**src/rtl/acc_cpu_pkg.sv**
```systemverilog
// Shared types and constants for the 16-bit accumulator CPU.
// Opcodes, sequencer states and ALU operation selects.
package acc_cpu_pkg;

    typedef enum logic [3:0] {
        OP_LOAD     = 4'h1,
        OP_STORE    = 4'h2,
        OP_SUBT     = 4'h3,
        OP_ADD      = 4'h4,
        OP_OR       = 4'h6,
        OP_HALT     = 4'h7,
        OP_SKIPCOND = 4'h8,
        OP_JUMP     = 4'h9,
        OP_CLEAR    = 4'hA,
        OP_JUMPI    = 4'hB,
        OP_AND      = 4'hF
    } opcode_e;

    typedef enum logic [3:0] {
        S_IDLE,
        S_FETCH,
        S_FETCH_WAIT,
        S_DECODE,
        S_MEM_RD,
        S_MEM_WAIT,
        S_EXEC,
        S_MEM_WR,
        S_HALT
    } state_e;

    localparam logic [2:0] SEL_ADD = 3'b001;
    localparam logic [2:0] SEL_SUB = 3'b010;
    localparam logic [2:0] SEL_NOT = 3'b011;
    localparam logic [2:0] SEL_OR  = 3'b101;
    localparam logic [2:0] SEL_AND = 3'b110;

    // LOAD bypasses the ALU, so it keeps whatever select was last used.
    function automatic logic [2:0] alu_sel_of(
        input logic [3:0] op,
        input logic [2:0] cur
    );
        case (op)
            OP_SUBT: return SEL_SUB;
            OP_ADD:  return SEL_ADD;
            OP_OR:   return SEL_OR;
            OP_AND:  return SEL_AND;
            default: return cur;
        endcase
    endfunction

endpackage

```
**src/rtl/acc_cpu_sequencer.sv**
```systemverilog
// Multicycle fetch/decode/execute sequencer for the accumulator CPU.
// Owns PC, IR, MBR and AC; every output comes straight from a register.
module acc_cpu_sequencer
    import acc_cpu_pkg::*;
#(
    parameter int ADDR_WIDTH = 16,
    parameter int WORD_WIDTH = 16,
    parameter logic [ADDR_WIDTH-1:0] RESET_PC = 'h100
) (
    input  logic                  clk,
    input  logic                  rst_n,
    input  logic                  start,
    output logic [ADDR_WIDTH-1:0] mem_addr,
    output logic [WORD_WIDTH-1:0] mem_wdata,
    input  logic [WORD_WIDTH-1:0] mem_rdata,
    output logic                  mem_cs,
    output logic                  mem_we,
    output logic                  mem_oe,
    output logic [WORD_WIDTH-1:0] alu_a,
    output logic [WORD_WIDTH-1:0] alu_b,
    output logic [2:0]            alu_sel,
    input  logic [WORD_WIDTH-1:0] alu_out,
    output logic [ADDR_WIDTH-1:0] pc_out,
    output logic [WORD_WIDTH-1:0] ir_out,
    output logic [WORD_WIDTH-1:0] ac_out,
    output logic                  busy,
    output logic                  halted
);

    state_e                r_state, w_state;
    logic [ADDR_WIDTH-1:0] r_pc, w_pc;
    logic [ADDR_WIDTH-1:0] r_addr, w_addr;
    logic [WORD_WIDTH-1:0] r_ir, w_ir;
    logic [WORD_WIDTH-1:0] r_mbr, w_mbr;
    logic [WORD_WIDTH-1:0] r_ac, w_ac;
    logic [2:0]            r_sel, w_sel;
    logic                  r_cs, w_cs;
    logic                  r_we, w_we;
    logic                  r_oe, w_oe;
    logic                  r_busy, w_busy;
    logic                  r_halted, w_halted;

    logic [3:0]            w_op;
    logic [ADDR_WIDTH-1:0] w_opnd;
    logic                  w_neg;
    logic                  w_zero;
    logic                  w_skip;

    assign w_op   = r_ir[15:12];
    assign w_opnd = ADDR_WIDTH'(r_ir[11:0]);
    assign w_neg  = r_ac[WORD_WIDTH-1];
    assign w_zero = (r_ac == '0);

    assign w_skip = ((r_ir[11:10] == 2'b00) && w_neg)
                 || ((r_ir[11:10] == 2'b01) && w_zero)
                 || ((r_ir[11:10] == 2'b10) && !w_neg && !w_zero);

    always_comb begin
        w_state  = r_state;
        w_pc     = r_pc;
        w_ir     = r_ir;
        w_mbr    = r_mbr;
        w_ac     = r_ac;
        w_sel    = r_sel;
        w_addr   = r_addr;
        w_cs     = 1'b0;
        w_we     = 1'b0;
        w_oe     = 1'b0;
        w_busy   = 1'b0;
        w_halted = 1'b0;

        case (r_state)
            S_IDLE, S_HALT: begin
                if (start) w_state = S_FETCH;
            end
            S_FETCH: w_state = S_FETCH_WAIT;
            S_FETCH_WAIT: begin
                w_ir    = mem_rdata;
                w_pc    = r_pc + ADDR_WIDTH'(1);
                w_state = S_DECODE;
            end
            S_DECODE: begin
                w_state = S_FETCH;
                case (w_op)
                    OP_LOAD, OP_SUBT, OP_ADD,
                    OP_OR, OP_AND: w_state = S_MEM_RD;
                    OP_STORE: begin
                        w_mbr   = r_ac;
                        w_state = S_MEM_WR;
                    end
                    OP_HALT: w_state = S_HALT;
                    OP_SKIPCOND: begin
                        if (w_skip) w_pc = r_pc + ADDR_WIDTH'(1);
                    end
                    OP_JUMP:  w_pc = w_opnd;
                    OP_CLEAR: w_ac = '0;
                    OP_JUMPI: w_pc = ADDR_WIDTH'(r_ac);
                    default: ;
                endcase
            end
            S_MEM_RD: w_state = S_MEM_WAIT;
            S_MEM_WAIT: begin
                w_mbr   = mem_rdata;
                w_sel   = alu_sel_of(w_op, r_sel);
                w_state = S_EXEC;
            end
            S_EXEC: begin
                w_ac    = (w_op == OP_LOAD) ? r_mbr : alu_out;
                w_state = S_FETCH;
            end
            S_MEM_WR: w_state = S_FETCH;
            default:  w_state = S_IDLE;
        endcase

        // Bus strobes are decoded from the state being entered so they register.
        case (w_state)
            S_FETCH: begin
                w_addr = w_pc;
                w_cs   = 1'b1;
                w_oe   = 1'b1;
            end
            S_MEM_RD: begin
                w_addr = w_opnd;
                w_cs   = 1'b1;
                w_oe   = 1'b1;
            end
            S_MEM_WR: begin
                w_addr = w_opnd;
                w_cs   = 1'b1;
                w_we   = 1'b1;
            end
            default: ;
        endcase

        w_busy   = (w_state != S_IDLE) && (w_state != S_HALT);
        w_halted = (w_state == S_HALT);
    end

    always_ff @(posedge clk or negedge rst_n) begin
        if (!rst_n) begin
            r_state  <= S_IDLE;
            r_pc     <= RESET_PC;
            r_ir     <= '0;
            r_mbr    <= '0;
            r_ac     <= '0;
            r_sel    <= SEL_ADD;
            r_addr   <= '0;
            r_cs     <= 1'b0;
            r_we     <= 1'b0;
            r_oe     <= 1'b0;
            r_busy   <= 1'b0;
            r_halted <= 1'b0;
        end else begin
            r_state  <= w_state;
            r_pc     <= w_pc;
            r_ir     <= w_ir;
            r_mbr    <= w_mbr;
            r_ac     <= w_ac;
            r_sel    <= w_sel;
            r_addr   <= w_addr;
            r_cs     <= w_cs;
            r_we     <= w_we;
            r_oe     <= w_oe;
            r_busy   <= w_busy;
            r_halted <= w_halted;
        end
    end

    assign mem_addr  = r_addr;
    assign mem_wdata = r_mbr;
    assign mem_cs    = r_cs;
    assign mem_we    = r_we;
    assign mem_oe    = r_oe;
    assign alu_a     = r_ac;
    assign alu_b     = r_mbr;
    assign alu_sel   = r_sel;
    assign pc_out    = r_pc;
    assign ir_out    = r_ir;
    assign ac_out    = r_ac;
    assign busy      = r_busy;
    assign halted    = r_halted;

endmodule

```
**config.mk**
```make
export PLATFORM = sky130hd
export DESIGN_NAME = acc_cpu_sequencer
export DESIGN_NICKNAME = d
export VERILOG_FILES = /design/src/rtl/acc_cpu_pkg.sv /design/src/rtl/acc_cpu_sequencer.sv
export SDC_FILE = /design/constraint.sdc
export NUM_CORES = 1
export LEC_CHECK = 0
export ABC_AREA = 1
export BUFFER_PORTS_ARGS = -buffer_cell sky130_fd_sc_hd__buf_2
export CORE_MARGIN = 4
export CORE_UTILIZATION = 30
export CTS_BUF_LIST = sky130_fd_sc_hd__clkbuf_4 sky130_fd_sc_hd__clkbuf_8
export DETAILED_ROUTE_END_ITERATION = 6
export SYNTH_ARGS = -nofsm -noshare
export SYNTH_HDL_FRONTEND = slang
export SYNTH_SLANG_ARGS = --single-unit
```
**constraint.sdc**
```tcl
create_clock -name clk -period 2.2 [get_ports clk]
set_input_delay 0.11 -clock clk [delete_from_list [all_inputs] [get_ports clk]]
set_output_delay 0.11 -clock clk [all_outputs]
set_load 0.05 [all_outputs]
```
==> impl_results.md <==
- Reg2reg path depth: 14
- First-pass GRT wire length: 30.9 mm
- Setup slack, reg-to-reg: 160 ps
- Worst Tran Pin Value: 686 ps
- Clock-pin transition on the worst setup and hold timing paths: 90 ps
- Root buffer cell: clkbuf_8
- Status: finished clean
- Average wire per standard cell: 17.3 um
- Fill count: 1937
- Worst Path Arrival: 2320 ps
- # diodes: 0
- Post-CTS setup buffers: 0
- Placer Congestion: 0.906
- Initial antenna violation count: 0
- HPWL Detailed: 14.6 mm
- Max cap viols: 0
- Number of H-tree levels: 3
- Largest net degree at the start of global routing: 62
- Synthesized Nets: 784
- Sequential share of the synthesized area: 40.7%
- Yosys reg bits: 92
- Worst endpoint required time: 2470 ps
- RSZ-0062 raised after global routing: no
- Synth area leader: dfrtp_1
- DRC errors left: 0
- Worst setup path class: reg -> reg
- Vias: 5608
- First-iteration detailed-routing DRC count: 463
- I/O Buffers: 154
- Area Growth Syn to Fin: 22.9%
- Initial core utilization: 31.0%
- NumNets Final: 936
- Fin crit period: 2040 ps
- Clk sinks: 92
- Ys Warns: 0
- Die area: 0.0211 sq mm
- Post-Synthesis Cells: 748
- Skew final: 9.23 ps
- Drt first pass iters: 5
- Total gr overflow: 0
- Final Max Tran Viols: 0
- Count of cell types in the netlist: 40
- Die width: 145 um
- HP Class: in -> reg
- Vias/cell: 4.95
- Fin area: 0.00695 sq mm
- Top cells by area, synth: dfrtp_1, nand2_1, nor2_1
- Global-route usage over all layers: 18.3%
- Rel. slew slack: 54.1%
- Final ANT Viol Nets: 0
- Critical Path End Type: flop
- TritonCTS Buffers: 9
- Final setup viols: 0
- Most common cell after layout, fill and taps aside: nand2_1
- Area share of the largest cell type after synthesis: 39.8%
- Setup crit start kind: flop
- Final worst path period share: 92.9%
- Post-Syn Area: 0.00566 sq mm
- Die height: 145 um
- IO Count: 155
- Share of cells above drive strength 1: 28.6%
- Final hold violation count: 0
- Placed cell areas: 0.00653 sq mm
- Syn Area/Cell: 7.57 sq um
- Clock Path Buffers: 2
- Vias in the first global route: 5417
- Cell Rows: 49
- Hold Path Stages: 3
- Clock latency at the later pin of the worst-skew pair: 380 ps
- CTS tree: done
- Final WL: 19.6 mm
- Most frequent cells in the layout: nand2_1, buf_2, nor2_1, dfrtp_1, inv_1
- Worst-path fanout max: 9
- Fmax achieved: 489 MHz
- Core area: 0.0183 sq mm
path summary, 6_finish.rpt:
path	start	to
min reg2reg	mem_addr[13]	mem_addr[13]
max	ir_out[12]	mem_addr[4]
max reg2reg	ir_out[12]	mem_addr[4]
min in group asynchronous	rst_n	halted
max in group asynchronous	rst_n	alu_sel[0]
min	alu_out[14]	ac_out[14]
cell type report:
cell class	instances	area (sq um)	area share [%]
clock buffer	12	153	2.20
clock inverter	2	60.1	0.864
inverter	78	300	4.32
multi-input combinational	516	2640	37.9
sequential	92	2310	33.2
tap	229	287	4.12
timing repair buffer	203	1210	17.5
critical path, cell delays in order, from the launching register on:
cell and delay (ps):
dfrtp_2 450, inv_1 150, buf_4 150, nand2_1 70, nand2_1 100, nand2_2 80
nand2_4 120, nand2_4 70, nor2_4 100, nand3_4 180, buf_4 250, nand3_2 60
nand2_1 50, inv_1 50, nand2_1 60
logic make-up after synthesis:
family,synth area share (%)
buffers and inverters,13.0
xor gates and xnor gates,1.08
muxes,1.99
DFF,40.7
and+or+nand+nor,31.6
adders and majority gates,0.221
AOI/OAI and AO/OA,11.3
stage by stage:
stage	TNS (ps)	worst slack, ps	hold WS (ps)	utilization [%]	instances
after detailed placement	-392	-46.5	102	35.7	1099
after global placement	0	0.703	88.0	35.7	1099
after floorplan	0	196	-186	-	748
final	0	156	24.1	38.1	1132
after global routing	0	10.4	12.7	38.1	1132
after CTS	0	143	8.53	38.0	1132
metal layers:
metal	vias up	GRT usage [%]	share of wire, %
li1	2706	-	-
met1	2679	24.6	45
met2	200	30.0	47
met3	23	4.24	6.2
met4	0	4.18	1.8
met5	-	0	0
flip-flops by register name (all words and copies together), names as in the netlist, 3 cells and up:
| signal | cells |
|---|---|
| pc_out | 16 |
| ac_out | 16 |
| alu_b | 16 |
| r_state | 4 |
| mem_addr | 16 |
| ir_out | 16 |
| alu_sel | 3 |
repair_timing:
item,CTS,global route
endpoints found under the hold margin,55,0
hold buffers,19,0
resized for setup,1,5
pin swaps,0,0
setup endpoints to repair,14,10
synthesized netlist by cell type (all sizes together):
library cell and n:
a21oi 32, a221oi 2, a311oi 10, a31oi 18
and2 1, buf 44, clkbuf 18, clkinv 1
dfrtp 90, dfstp 2, ha 1, inv 77
mux2 10, nand2 219, nand3 63, nand4 4
nor2 107, nor3 5, o21ai 7, o22ai 14
o31ai 5, o32ai 11, xnor2 1, xor2 6
Power is not shown: default switching activity piles up to over one toggle a cycle in this logic, so the estimate is an artifact.
